File: config.mk
export PLATFORM = sky130hd
export DESIGN_NAME = mining_sequencer_flat
export DESIGN_NICKNAME = d
export VERILOG_FILES = /design/src/rtl/mining_sequencer_if.sv /design/src/rtl/mining_sequencer.sv /design/src/flat_wrapper.sv
export SDC_FILE = /design/constraint.sdc
export NUM_CORES = 1
export LEC_CHECK = 0
export BUFFER_PORTS_ARGS = -buffer_cell sky130_fd_sc_hd__clkbuf_2
export CAP_MARGIN = 20
export CORE_MARGIN = 3
export CORE_UTILIZATION = 30
export CTS_CLUSTER_DIAMETER = 30
export DETAILED_ROUTE_END_ITERATION = 6
export PLACE_DENSITY_LB_ADDON = 0.15
export SETUP_SLACK_MARGIN = 0.15
export SLEW_MARGIN = 10
export SYNTH_ARGS = -nofsm -noshare
export SYNTH_HDL_FRONTEND = slang
export SYNTH_SLANG_ARGS = --single-unit
File: constraint.sdc
create_clock -name clock -period 3.5 [get_ports clock]
set_input_delay 0.35 -clock clock [delete_from_list [all_inputs] [get_ports clock]]
set_output_delay 0.35 -clock clock [all_outputs]
set_load 0.1 [all_outputs]
File: src/rtl/mining_sequencer_if.sv
// mining_sequencer_if
// Bundles the control, range and datapath handshake signals of the mining
// sequencer so the controller and its environment connect through one port.
//   master : the sequencer (drives state/indirizzo/NONCE/status outputs)
//   slave  : the environment (drives start/abort/range/datapath flags)
// Optional: MINER_WATCHDOG_EN adds the wdog_err status line.
interface mining_sequencer_if #(
  parameter int MSG_AW = 7
);
  logic              start;
  logic              abort;
  logic [MSG_AW-1:0] msg_words;
  logic [31:0]       nonce_start;
  logic [31:0]       nonce_end;
  logic              pre_fine;
  logic              fine_mining;
  logic [2:0]        state;
  logic [MSG_AW-1:0] indirizzo;
  logic [31:0]       NONCE;
  logic              nonce_flag;
  logic              reset_fsm;
  logic              busy;
  logic              done;
  logic              found;
  logic [31:0]       golden_nonce;
`ifdef MINER_WATCHDOG_EN
  logic              wdog_err;
`endif

  modport master (
    input  start, abort, msg_words, nonce_start, nonce_end, pre_fine, fine_mining,
    output state, indirizzo, NONCE, nonce_flag, reset_fsm, busy, done, found,
           golden_nonce
`ifdef MINER_WATCHDOG_EN
    , output wdog_err
`endif
  );

  modport slave (
    output start, abort, msg_words, nonce_start, nonce_end, pre_fine, fine_mining,
    input  state, indirizzo, NONCE, nonce_flag, reset_fsm, busy, done, found,
           golden_nonce
`ifdef MINER_WATCHDOG_EN
    , input wdog_err
`endif
  );
endinterface

File: src/rtl/mining_sequencer.sv
// mining_sequencer
// Top-level controller of the SHA-256 mining datapath. Walks a nonce range,
// running one full hash per nonce (restart, message load, pad, chunk loop,
// final, check), and stops on the first nonce that meets difficulty or when
// the range is exhausted. Sole driver of state/indirizzo/NONCE/nonce_flag/
// reset_fsm.
// Ports:
//   clock  : rising-edge clock
//   reset  : synchronous, active-high; returns to IDLE
//   bus    : mining_sequencer_if.master (start/abort/range inputs, datapath
//            flags pre_fine/fine_mining, state code, address, nonce, status)
// Optional feature: define MINER_WATCHDOG_EN to bound the chunk loop at
// MAX_CHUNKS chunks per hash; overrun ends the run as an abort and raises
// bus.wdog_err.
module mining_sequencer #(
  parameter int MSG_AW = 7
`ifdef MINER_WATCHDOG_EN
  ,
  parameter int MAX_CHUNKS = 8
`endif
) (
  input  logic               clock,
  input  logic               reset,
  mining_sequencer_if.master bus
);

  typedef enum logic [3:0] {
    S_IDLE,
    S_RESTART,
    S_LOAD,
    S_PAD,
    S_FETCH,
    S_PREP,
    S_ROUND,
    S_UPD,
    S_FINAL,
    S_CHECK
  } fsm_t;

  // Datapath state codes; IDLE, RESTART and CHECK share 000.
  localparam logic [2:0] CODE_IDLE    = 3'b000;
  localparam logic [2:0] CODE_RESTART = 3'b000;
  localparam logic [2:0] CODE_LOAD    = 3'b001;
  localparam logic [2:0] CODE_PAD     = 3'b010;
  localparam logic [2:0] CODE_FETCH   = 3'b011;
  localparam logic [2:0] CODE_PREP    = 3'b100;
  localparam logic [2:0] CODE_ROUND   = 3'b101;
  localparam logic [2:0] CODE_UPD     = 3'b110;
  localparam logic [2:0] CODE_FINAL   = 3'b111;
  localparam logic [2:0] CODE_CHECK   = 3'b000;

  fsm_t              fsm_q;
  logic [2:0]        state_q;
  logic [MSG_AW-1:0] indirizzo_q;
  logic [31:0]       nonce_q;
  logic              nonce_flag_q;
  logic              reset_fsm_q;
  logic              busy_q;
  logic              done_q;
  logic              found_q;
  logic [31:0]       golden_q;
`ifdef MINER_WATCHDOG_EN
  logic [3:0]        chunk_cnt_q;
  logic              wdog_err_q;
`endif

  // Address of the last message word; a word count of 0 loads one word.
  logic [MSG_AW-1:0] last_addr;

  // Last LOAD address derived from the requested word count.
  always_comb begin
    last_addr = '0;
    if (bus.msg_words == '0) begin
      last_addr = '0;
    end else begin
      last_addr = bus.msg_words - MSG_AW'(1);
    end
  end

  // Sequencer FSM; every output is a register updated alongside the state.
  always_ff @(posedge clock) begin
    if (reset) begin
      fsm_q        <= S_IDLE;
      state_q      <= CODE_IDLE;
      indirizzo_q  <= '0;
      nonce_q      <= 32'd0;
      nonce_flag_q <= 1'b1;
      reset_fsm_q  <= 1'b0;
      busy_q       <= 1'b0;
      done_q       <= 1'b0;
      found_q      <= 1'b0;
      golden_q     <= 32'd0;
`ifdef MINER_WATCHDOG_EN
      chunk_cnt_q  <= 4'd0;
      wdog_err_q   <= 1'b0;
`endif
    end else begin
      // Pulses default low; nonce always overwrites the low 32 bits.
      done_q       <= 1'b0;
      reset_fsm_q  <= 1'b0;
      nonce_flag_q <= 1'b1;
      if ((fsm_q != S_IDLE) && bus.abort) begin
        // Abort outranks any decision taken in the current state.
        fsm_q       <= S_IDLE;
        state_q     <= CODE_IDLE;
        done_q      <= 1'b1;
        found_q     <= 1'b0;
        reset_fsm_q <= 1'b1;
        busy_q      <= 1'b0;
      end else begin
        case (fsm_q)
          S_IDLE: begin
            if (bus.start) begin
              fsm_q       <= S_RESTART;
              state_q     <= CODE_RESTART;
              nonce_q     <= bus.nonce_start;
              found_q     <= 1'b0;
              busy_q      <= 1'b1;
              reset_fsm_q <= 1'b1;
              indirizzo_q <= '0;
`ifdef MINER_WATCHDOG_EN
              wdog_err_q  <= 1'b0;
`endif
            end
          end
          S_RESTART: begin
`ifdef MINER_WATCHDOG_EN
            chunk_cnt_q <= 4'd0;
`endif
            fsm_q   <= S_LOAD;
            state_q <= CODE_LOAD;
          end
          S_LOAD: begin
            // Address holds at the last word so PAD onward still sees it.
            if (indirizzo_q == last_addr) begin
              fsm_q   <= S_PAD;
              state_q <= CODE_PAD;
            end else begin
              indirizzo_q <= indirizzo_q + MSG_AW'(1);
            end
          end
          S_PAD: begin
            fsm_q   <= S_FETCH;
            state_q <= CODE_FETCH;
          end
          S_FETCH: begin
`ifdef MINER_WATCHDOG_EN
            chunk_cnt_q <= chunk_cnt_q + 4'd1;
`endif
            fsm_q   <= S_PREP;
            state_q <= CODE_PREP;
          end
          S_PREP: begin
            fsm_q   <= S_ROUND;
            state_q <= CODE_ROUND;
          end
          S_ROUND: begin
            fsm_q   <= S_UPD;
            state_q <= CODE_UPD;
          end
          S_UPD: begin
            if (bus.pre_fine) begin
              fsm_q   <= S_FINAL;
              state_q <= CODE_FINAL;
            end
`ifdef MINER_WATCHDOG_EN
            else if (chunk_cnt_q == 4'(MAX_CHUNKS)) begin
              // Runaway chunk loop: finish exactly like an abort.
              fsm_q       <= S_IDLE;
              state_q     <= CODE_IDLE;
              done_q      <= 1'b1;
              found_q     <= 1'b0;
              reset_fsm_q <= 1'b1;
              busy_q      <= 1'b0;
              wdog_err_q  <= 1'b1;
            end
`endif
            else begin
              fsm_q   <= S_FETCH;
              state_q <= CODE_FETCH;
            end
          end
          S_FINAL: begin
            // fine_mining is registered downstream, so judge it next cycle.
            fsm_q   <= S_CHECK;
            state_q <= CODE_CHECK;
          end
          S_CHECK: begin
            if (bus.fine_mining) begin
              fsm_q    <= S_IDLE;
              state_q  <= CODE_IDLE;
              found_q  <= 1'b1;
              golden_q <= nonce_q;
              done_q   <= 1'b1;
              busy_q   <= 1'b0;
            end else if (nonce_q == bus.nonce_end) begin
              fsm_q   <= S_IDLE;
              state_q <= CODE_IDLE;
              found_q <= 1'b0;
              done_q  <= 1'b1;
              busy_q  <= 1'b0;
            end else begin
              // Wraps through zero when the range crosses 0xFFFFFFFF.
              fsm_q       <= S_RESTART;
              state_q     <= CODE_RESTART;
              nonce_q     <= nonce_q + 32'd1;
              reset_fsm_q <= 1'b1;
              indirizzo_q <= '0;
            end
          end
          default: begin
            fsm_q   <= S_IDLE;
            state_q <= CODE_IDLE;
            busy_q  <= 1'b0;
          end
        endcase
      end
    end
  end

  assign bus.state        = state_q;
  assign bus.indirizzo    = indirizzo_q;
  assign bus.NONCE        = nonce_q;
  assign bus.nonce_flag   = nonce_flag_q;
  assign bus.reset_fsm    = reset_fsm_q;
  assign bus.busy         = busy_q;
  assign bus.done         = done_q;
  assign bus.found        = found_q;
  assign bus.golden_nonce = golden_q;
`ifdef MINER_WATCHDOG_EN
  assign bus.wdog_err     = wdog_err_q;
`endif

endmodule
File: src/flat_wrapper.sv
// flat-port wrapper written by rule: the top's interface ports become plain ports
module mining_sequencer_flat 
#(
  parameter int MSG_AW = 7

)
  (clock, reset, bus_start, bus_abort, bus_msg_words, bus_nonce_start, bus_nonce_end, bus_pre_fine, bus_fine_mining, bus_state, bus_indirizzo, bus_NONCE, bus_nonce_flag, bus_reset_fsm, bus_busy, bus_done, bus_found, bus_golden_nonce);
  mining_sequencer_if #(.MSG_AW(MSG_AW)) bus_i ();
  input  logic clock;
  input  logic reset;
  input wire logic [$bits(bus_i.start)-1:0] bus_start;
  input wire logic [$bits(bus_i.abort)-1:0] bus_abort;
  input wire logic [$bits(bus_i.msg_words)-1:0] bus_msg_words;
  input wire logic [$bits(bus_i.nonce_start)-1:0] bus_nonce_start;
  input wire logic [$bits(bus_i.nonce_end)-1:0] bus_nonce_end;
  input wire logic [$bits(bus_i.pre_fine)-1:0] bus_pre_fine;
  input wire logic [$bits(bus_i.fine_mining)-1:0] bus_fine_mining;
  output wire logic [$bits(bus_i.state)-1:0] bus_state;
  output wire logic [$bits(bus_i.indirizzo)-1:0] bus_indirizzo;
  output wire logic [$bits(bus_i.NONCE)-1:0] bus_NONCE;
  output wire logic [$bits(bus_i.nonce_flag)-1:0] bus_nonce_flag;
  output wire logic [$bits(bus_i.reset_fsm)-1:0] bus_reset_fsm;
  output wire logic [$bits(bus_i.busy)-1:0] bus_busy;
  output wire logic [$bits(bus_i.done)-1:0] bus_done;
  output wire logic [$bits(bus_i.found)-1:0] bus_found;
  output wire logic [$bits(bus_i.golden_nonce)-1:0] bus_golden_nonce;
  assign bus_i.start = bus_start;
  assign bus_i.abort = bus_abort;
  assign bus_i.msg_words = bus_msg_words;
  assign bus_i.nonce_start = bus_nonce_start;
  assign bus_i.nonce_end = bus_nonce_end;
  assign bus_i.pre_fine = bus_pre_fine;
  assign bus_i.fine_mining = bus_fine_mining;
  assign bus_state = bus_i.state;
  assign bus_indirizzo = bus_i.indirizzo;
  assign bus_NONCE = bus_i.NONCE;
  assign bus_nonce_flag = bus_i.nonce_flag;
  assign bus_reset_fsm = bus_i.reset_fsm;
  assign bus_busy = bus_i.busy;
  assign bus_done = bus_i.done;
  assign bus_found = bus_i.found;
  assign bus_golden_nonce = bus_i.golden_nonce;
  mining_sequencer #(.MSG_AW(MSG_AW)) u_core (.clock(clock), .reset(reset), .bus(bus_i));
endmodule
==> results of run 1 <==
==> power by group through the flow <==
stage	Clock (mW)	Sequential (mW)	Combinational, mW
after floorplan	0	2.29	0.689
after global placement	0	1.38	2.09
after detailed placement	0	1.38	2.11
after CTS	0.976	1.36	2.11
after global routing	1.01	1.40	2.24
final	0.955	1.36	2.11
==> layer usage <==
metal	up-vias	global-route usage, %	share of wire (%)
met5	-	0	0.077
met4	2	7.46	1.8
met3	20	4.54	7.1
met2	192	32.5	47
met1	2424	25.8	44
li1	2525	-	-
==> final cells by class <==
class	instances	share of cell area [%]
Multi-Input combinational cell	498	47.5
Sequential cell	82	28.1
Timing Repair Buffer	170	15.2
Clock buffer	12	4.21
Tap cell	184	3.94
Clock inverter	3	0.685
Inverter	6	0.385
==> through the flow <==
| stage | setup WS, ns | hold slack [ns] | cell area, sq um | util, % |
|---|---|---|---|---|
| finish | 0.489 | 0.268 | 5850 | 39.6 |
| global route | 0.234 | 0.279 | 5850 | 39.6 |
| CTS | 0.532 | 0.266 | 5850 | 39.6 |
| detailed placement | 0.453 | 0.447 | 5560 | 37.7 |
| global placement | 0.648 | 0.443 | 5560 | 37.7 |
| floorplan | 0.440 | 0.510 | 4600 | - |
==> logic make-up (layout without fill, tap and decap cells) <==
family          after synthesis  count (layout)  share of synthesized area (%)
other cells                   1               1                         0.0816
mux                           1               1                          0.218
compound gates              184             184                           24.1
xor+xnor                     39              39                           7.43
flops                        82              82                           35.7
fa+ha+maj                     3               3                          0.816
simple gates                270             270                           27.5
buf+inv                      50             191                           4.19
==> flip-flops by register name (all words and copies together), names as in the netlist <==
| signal | flops |
|---|---|
| u_core.bus.found | 1 |
| u_core.bus.NONCE | 32 |
| u_core.bus.busy | 1 |
| u_core.bus.reset_fsm | 1 |
| u_core.bus.state | 3 |
| u_core.fsm_q | 4 |
| u_core.bus.done | 1 |
| u_core.bus.indirizzo | 7 |
| u_core.bus.golden_nonce | 32 |
==> synth_stat cells, types with 11 or more instances <==
cell type and number:
nor3_1 14, xor2_1 33, nand3_1 20, nor2_1 27, and3_1 13, nand2_1 139, o21ai_0 39, clkbuf_1 42
nor4_1 13, a211oi_1 18, nand4_1 11, a21oi_1 76, dfxtp_1 82
==> final timing paths <==
check                                             end  slack (ns)  cells past startpoint
min                  u_core.bus.NONCE[1]$_SDFFE_PP0P_        0.27                      3
max reg2reg         u_core.bus.NONCE[26]$_SDFFE_PP0P_        0.49                      7
min reg2reg  u_core.bus.golden_nonce[10]$_SDFFE_PP0P_        0.45                      2
max                 u_core.bus.NONCE[26]$_SDFFE_PP0P_        0.49                      7
==> worst max-delay path, cell delays in order, from the launching register on <==
cell and delay (ns):
dfxtp_1 0.65, xor2_1 0.13, nor4_1 0.44, nand4_1 0.29, nor3_1 0.60, or3_1 0.48
o21ai_0 0.17, a21oi_1 0.16
==> impl_metrics.tcl, run 1 <==
set metrics [dict create \
    p_comb_share_pct 47.6 \
    synth_fp_nets 710 \
    p_int_mw 2.11 \
    cts.repair.resized 0 \
    status "finished, final reports clean" \
    power.density_nw_per_um2 757 \
    total_power_mw 4.43 \
    design.portCount 156 \
    vdd_drop_max_mv 0.479 \
    worstReg2RegStart "u_core.bus.NONCE[14]$_SDFFE_PP0P_" \
    final_cell_mix "clkbuf_2, nand2_1, dfxtp_1" \
    period_minus_slack_ns 3.01 \
    min_from "bus_nonce_start[1]" \
    setup_violations 0 \
    clock_latency_ns 0.35 \
    area_growth_pct 27.2 \
    cts_buffers 9 \
    postCtsHoldBufs 0 \
    seqCellArea_sq_um 1640 \
    power_leakage_nw 2.38 \
    fin_setup_tns_ns 0 \
    cp_data_required_time_ns 3.77 \
    firstDrtPassIters 5 \
    h-tree-depth 3 \
    synthesis.area_sq_um 4600 \
    finalNetCount 847 \
    drt_iter0_drc 338 \
    fill_cells 1567 \
    synthTopCellsByArea "dfxtp_1, nand2_1, a21oi_1" \
    drc_errors 0 \
    grt_max_degree 74 \
    drtAntennaViolNets 0 \
    finClkSkew_ns 0.00743 \
    core_area_sq_um 14800 \
    layout-drive-gt1-share_pct 24.6 \
    hold_violations 0 \
    cp_max_fo 13 \
    hp-class "in -> reg" \
    max_freq_mhz 332 \
    synth.top_cell.area_share_pct 35.7 \
    max_slew.worst_pin.slew_ns 0.868 \
    floorplan.initialDensity_pct 31.2 \
    synthCells 630 \
    routed_via_density 5.41 \
    cts_max_path_buffers 2 \
    p_switching_mw 2.31 \
    routedWlPerCell_um 17.8 \
    hpwl_mm 12.3 \
    clk_pin_slew_ns 0.06 \
    end_kind "register" \
    synthArstFlopShare_pct 0 \
    multi_input_area_sq_um 2780 \
    post_cts_buffers 0 \
    grt-ovfl-total 0 \
    cts_tree "built" \
    row_count 44 \
    synth-edff-count 0 \
    yosys_warnings 0 \
    grt_pass1_wl_mm 26.4 \
    synth-main-ff-cell "dfxtp_1" \
    grtUsageTotal_pct 19.9 \
    ys_types 57 \
    ys_seq_area_share_pct 35.7 \
    slew_headroom_pct 42.2 \
    finalMaxSlewViolations 0 \
    fin_crit_sh_pct 86.0 \
    crit_path_start "u_core.bus.NONCE[14]$_SDFFE_PP0P_" \
    timing.max_cap.violations 0 \
    cp_data_arrival_time_ns 3.28 \
    clock_sinks 82 \
    wl_mm 17.0 \
    cts_root_buffer "clkbuf_16" \
    grt_pass1_vias 4966 \
    ys_ff_latch 82 \
    vias 5163 \
    postSynthAreaPerCell_sq_um 7.30 \
    dp_cells 940 \
    fp.dieW_um 130 \
    power_frac_seq_pct 30.8 \
    routabilityCongestion 0.877 \
    switching_share_pct 52.2 \
    grt_antenna_before_repair 1 \
    cp-start-kind "register" \
    diodes 0 \
    die-area_sq_um 16800 \
    portBuffers 154 \
    p_clk_share_pct 21.6 \
    yosys.area.top_type "dfxtp_1" \
    die_y_um 130 \
    path_class "reg -> reg" \
    final_common_cell "clkbuf_2" \
    grt_setup_unrepaired "no" \
    fin_cells 955 \
]
(Power assumes the default switching activity.)
==> run 2, diff against run 1 <==
--- a/config.mk
+++ b/config.mk
@@ -10,3 +10,3 @@
 export CORE_MARGIN = 3
-export CORE_UTILIZATION = 30
+export CORE_UTILIZATION = 38
 export CTS_CLUSTER_DIAMETER = 30
--- a/constraint.sdc
+++ b/constraint.sdc
@@ -3,2 +3,2 @@
 set_output_delay 0.35 -clock clock [all_outputs]
-set_load 0.1 [all_outputs]
+set_load 0.02 [all_outputs]
==> run 2 against run 1 <==
Net effect:
- non-clock buffer count fell by 8
- sequential power rose by 3%
- sequential cell count did not move
- clock power rose by 2%
- first-iteration DRC count rose by 50%
- combinational power fell by 45%
- die area fell by 20%
- design area fell by 1.7%
- wire length fell by 8.7%
- clock skew fell by 0.0017 ns
- critical path type unchanged
- critical endpoint is now u_core.bus.NONCE[28]$_SDFFE_PP0P_
- highest routed layer is now met4
==> impl_metrics.tcl, run 2 (synthesis results as in run 1) <==
set metrics [dict create \
    hold_violations 0 \
    grt_max_degree 74 \
    h-tree-depth 3 \
    vias 5081 \
    max_slew.worst_pin.slew_ns 0.843 \
    core_area_sq_um 11600 \
    grt_setup_unrepaired "no" \
    cts.repair.resized 0 \
    row_count 39 \
    grt_antenna_before_repair 0 \
    cp_data_arrival_time_ns 2.98 \
    final_cell_mix "clkbuf_2, nand2_1, dfxtp_1" \
    p_switching_mw 1.42 \
    min_to "u_core.bus.NONCE[1]$_SDFFE_PP0P_" \
    whs_path_depth 3 \
    min_from "bus_nonce_start[1]" \
    met2_usage_pct 33.7 \
    switching_share_pct 40.2 \
    power.density_nw_per_um2 613 \
    fin_setup_tns_ns 0 \
    setup_ws_ns 0.765 \
    grt_pass1_wl_mm 24.0 \
    die-area_sq_um 13500 \
    fp.dieW_um 116 \
    drt_iter0_drc 507 \
    die_y_um 116 \
    portBuffers 154 \
    grt_use_met3_pct 5.01 \
    p_clk_share_pct 27.6 \
    clk_pin_slew_ns 0.06 \
    layout-drive-gt1-share_pct 23.8 \
    total_power_mw 3.52 \
    vdd_drop_max_mv 0.247 \
    diodes 0 \
    grt-ovfl-total 0 \
    dp_cells 891 \
    setup_violations 0 \
    wl_mm 15.5 \
    clock_sinks 82 \
    power_frac_seq_pct 39.8 \
    drc_errors 0 \
    status "finished, final reports clean" \
    fill_cells 1174 \
    cp_max_fo 7 \
    end_kind "register" \
    design.portCount 156 \
    dp_worst_setup_slack_ns 0.465 \
    cts_root_buffer "clkbuf_16" \
    fin_crit_sh_pct 78.2 \
    finalNetCount 839 \
    post_cts_buffers 0 \
    cts_tree "built" \
    finalMaxSlewViolations 0 \
    power_leakage_nw 2.35 \
    routed_via_density 5.60 \
    worstReg2RegStart "u_core.bus.NONCE[0]$_SDFFE_PP0P_" \
    cts_buffers 9 \
    max_freq_mhz 366 \
    timing.max_cap.violations 0 \
    grt_pass1_vias 4533 \
    hpwl_mm 11.2 \
    clock_latency_ns 0.34 \
    hp-class "in -> reg" \
    cp-start-kind "register" \
    cp_data_required_time_ns 3.75 \
    period_minus_slack_ns 2.74 \
    postCtsHoldBufs 0 \
    drtAntennaViolNets 0 \
    p_comb_share_pct 32.6 \
    cts_max_path_buffers 2 \
    routedWlPerCell_um 17.1 \
    finClkSkew_ns 0.00569 \
    slew_headroom_pct 43.8 \
    r2r_end "u_core.bus.NONCE[28]$_SDFFE_PP0P_" \
    busiest_layer "met2" \
    r2r_slack_ns 0.76 \
    area_growth_pct 25.0 \
    floorplan.initialDensity_pct 39.6 \
    reg2reg_depth 8 \
    use_met1_pct 31.8 \
    path_class "reg -> reg" \
    fin_cells 907 \
    p_int_mw 2.11 \
    utilization_pct 49.5 \
    firstDrtPassIters 5 \
    final_common_cell "clkbuf_2" \
    grtUsageTotal_pct 22.8 \
    routabilityCongestion 0.856 \
]
[run 2: cell count changes in the layout (fill, tap and decap cells not counted)]
cell | previous run | this run
clkinv_2 | 2 | 1
clkbuf_1 | 2 | 3
clkbuf_8 | 1 | 2
buf_4 | 16 | 8
[run 2: stage by stage]
| stage | cell area, sq um | hold WS (ns) |
|---|---|---|
| CTS | 5750 | 0.266 |
| finish | 5750 | 0.278 |
| floorplan | 4600 | 0.510 |
| detailed placement | 5450 | 0.448 |
| global placement | 5450 | 0.443 |
| global route | 5750 | 0.283 |
[run 2: final cells by class]
type | instances | area (sq um) | area share, %
Inverter | 6 | 22.5 | 0.392
Timing Repair Buffer | 162 | 831 | 14.5
Clock buffer | 14 | 264 | 4.59
Multi-Input combinational cell | 498 | 2780 | 48.3
Tap cell | 143 | 179 | 3.11
Sequential cell | 82 | 1640 | 28.6
Clock inverter | 2 | 35.0 | 0.609
[run 2: how the worst max path moves through the flow]
stage / startpoint / endpoint / cells after the start
CTS: u_core.bus.NONCE[6]$_SDFFE_PP0P_ / u_core.bus.NONCE[14]$_SDFFE_PP0P_ / 7
global route: u_core.bus.NONCE[6]$_SDFFE_PP0P_ / u_core.bus.NONCE[26]$_SDFFE_PP0P_ / 7
detailed placement: bus_msg_words[0] / u_core.bus.state[1]$_SDFFE_PP0P_ / 10
finish: u_core.bus.NONCE[0]$_SDFFE_PP0P_ / u_core.bus.NONCE[28]$_SDFFE_PP0P_ / 8
global placement: bus_msg_words[0] / u_core.bus.state[1]$_SDFFE_PP0P_ / 10
floorplan: bus_msg_words[0] / u_core.bus.state[1]$_SDFFE_PP0P_ / 9
[run 2: power by group through the flow]
| stage | Clock, mW | Sequential [mW] | Combinational (mW) |
|---|---|---|---|
| 6_report | 0.972 | 1.40 | 1.15 |
| 5_1_grt | 1.03 | 1.44 | 1.25 |
| 4_1_cts | 0.992 | 1.40 | 1.15 |
| 2_1_floorplan | 0 | 1.44 | 0.681 |
| 3_3_place_gp | 0 | 1.41 | 1.13 |
| 3_5_place_dp | 0 | 1.42 | 1.14 |
[run 2: worst max-delay path, stage by stage, from the launching register on]
cell      delay, ns
dfxtp_1        0.48
ha_1           0.24
and3_1         0.29
nand3_1        0.24
or4_1          0.57
nor2_1         0.32
a31o_2         0.20
a21oi_1        0.06
a211oi_1       0.25
[run 2: layer usage]
layer  routed length [um]  vias up  part of all wire, %
met3                 1000       27                  6.5
met5                    0        -                    0
met2                 6870      180                   44
li1                     -     2514                    -
met4                  439        0                  2.8
met1                 7170     2360                   46
==> run 3, diff against run 2 <==
Clock period 3.5 ns to 2.73 ns, I/O delays scaled along.
==> run 3 against run 2 <==
Net effect:
- sequential power increased by 21%
- largest cell class unchanged
- design area increased by 4.0%
- via count increased by 2.6%
- utilization increased by 2.0 points
- cell count increased by 2.6%
- critical endpoint is now u_core.bus.NONCE[30]$_SDFFE_PP0P_
- clock skew increased by 0.0037 ns
- clock power increased by 30%
- die area unchanged
- non-clock buffer count increased by 25
==> impl_metrics.tcl, run 3 (synthesis results as in run 1) <==
set metrics [dict create \
    cts_tree "built" \
    fp.dieW_um 116 \
    wl_mm 16.0 \
    firstDrtPassIters 5 \
    path_class "reg -> reg" \
    cts_buffers 9 \
    grt_max_degree 75 \
    grtUsageTotal_pct 23.3 \
    use_met1_pct 31.6 \
    crit_path_start "u_core.bus.NONCE[0]$_SDFFE_PP0P_" \
    period_minus_slack_ns 2.44 \
    power_leakage_nw 2.49 \
    portBuffers 154 \
    path_cells "ha_1 -> and3_1 -> nand3_1 -> or4_1 -> nor2_2 -> a31o_2 -> a21oi_1 -> a211oi_1" \
    min_from "bus_nonce_start[1]" \
    routedWlPerCell_um 17.2 \
    cp_max_fo 7 \
    dp_cells 916 \
    finalMaxSlewViolations 0 \
    utilization_pct 51.5 \
    finClkSkew_ns 0.00940 \
    fin_cells 931 \
    die-area_sq_um 13500 \
    cp_data_arrival_time_ns 2.69 \
    die_y_um 116 \
    grt_antenna_before_repair 0 \
    cts_max_path_buffers 2 \
    status "finished, final reports clean" \
    row_count 39 \
    setup_violations 0 \
    clock_sinks 82 \
    drtAntennaViolNets 0 \
    finalNetCount 864 \
    grt-ovfl-total 0 \
    diodes 0 \
    slew_headroom_pct 52.7 \
    total_power_mw 4.69 \
    slowest_delay_ns 0.55 \
    routed_via_density 5.60 \
    hold_violations 0 \
    h-tree-depth 3 \
    design.portCount 156 \
    worstReg2RegStart "u_core.bus.NONCE[0]$_SDFFE_PP0P_" \
    power.density_nw_per_um2 785 \
    clk_pin_slew_ns 0.06 \
    layout-drive-gt1-share_pct 26.8 \
    met2_usage_pct 36.2 \
    grt_setup_unrepaired "yes" \
    fin_crit_sh_pct 89.2 \
    timing.max_cap.violations 0 \
    cts_root_buffer "clkbuf_16" \
    clock_latency_ns 0.34 \
    core_area_sq_um 11600 \
    drt_iter0_drc 381 \
    end_kind "register" \
    fin_setup_tns_ns 0 \
    slowest_stage "or4_1" \
    hp-class "in -> reg" \
    busiest_layer "met2" \
    max_freq_mhz 411 \
    vdd_drop_max_mv 0.302 \
    floorplan.initialDensity_pct 39.6 \
    post_cts_buffers 0 \
    max_slew.worst_pin.slew_ns 0.700 \
    postCtsHoldBufs 0 \
    drc_errors 0 \
    grt_use_met3_pct 4.65 \
    area_growth_pct 30.1 \
    routabilityCongestion 0.887 \
    grt_pass1_wl_mm 24.5 \
    grt_pass1_vias 4814 \
    cp_data_required_time_ns 2.98 \
    final_cell_mix "clkbuf_2, nand2_1, dfxtp_1" \
    vias 5214 \
    final_common_cell "clkbuf_2" \
    hpwl_mm 11.5 \
    cp-start-kind "register" \
]
run 3: cell types whose count changed in the layout (fill, tap and decap cells not counted):
cell / previous run / this run
nor4_2: 0 / 1
or3_1: 7 / 6
buf_12: 0 / 2
nor2_2: 1 / 2
clkbuf_1: 3 / 1
or3_4: 0 / 1
buf_4: 8 / 31
nor4_1: 13 / 12
nor2_1: 26 / 25
clkbuf_8: 2 / 3
run 3: layer usage:
metal | share of wire [%] | vias to the layer above
met3 | 7.4 | 28
met1 | 45 | 2412
met2 | 45 | 221
met4 | 2.5 | 0
met5 | 0 | -
li1 | - | 2553
run 3: final cells by class:
type / instances / area, sq um
fill: 1180 / 5630
multi-input combinational: 498 / 2790
sequential: 82 / 1640
timing repair buffer: 187 / 1040
clock buffer: 13 / 270
tap: 143 / 179
clock inverter: 2 / 35.0
inverter: 6 / 22.5
run 3: path summary, 6_finish.rpt:
kind	endpoint	slack (ns)	cells after the start
worst max-delay path	u_core.bus.NONCE[30]$_SDFFE_PP0P_	0.29	8
worst min-delay path	u_core.bus.NONCE[1]$_SDFFE_PP0P_	0.22	3
worst max register to register	u_core.bus.NONCE[30]$_SDFFE_PP0P_	0.29	8
worst min register to register	u_core.bus.golden_nonce[5]$_SDFFE_PP0P_	0.45	2
run 3: timing repair:
| action | in CTS | in global routing |
|---|---|---|
| gates resized for setup | 0 | 3 |
| hold endpoints to repair | 0 | 0 |
| setup endpoints to repair | 0 | 12 |
run 3: where the power goes:
group / internal, mW / total (mW) / switching, mW
Clock: 0.777 / 1.26 / 0.478
Sequential: 1.40 / 1.70 / 0.304
Combinational: 0.676 / 1.74 / 1.06
Total: 2.85 / 4.69 / 1.84
run 3: worst max-delay path, delay by kind of cell (launching register included):
family / cells / cell delay, ns
compound gates: 3 / 0.48
fa+ha+maj: 1 / 0.24
flops: 1 / 0.47
simple gates: 4 / 1.17
run 3: per-stage QoR:
stage,hold slack (ns),instance area [sq um],worst slack [ns]
floorplan,0.433,4600,0.250
global route,0.224,5980,0.141
finish,0.222,5980,0.295
detailed placement,0.446,5660,0.0131
global placement,0.442,5660,0.102
CTS,0.206,5970,0.265
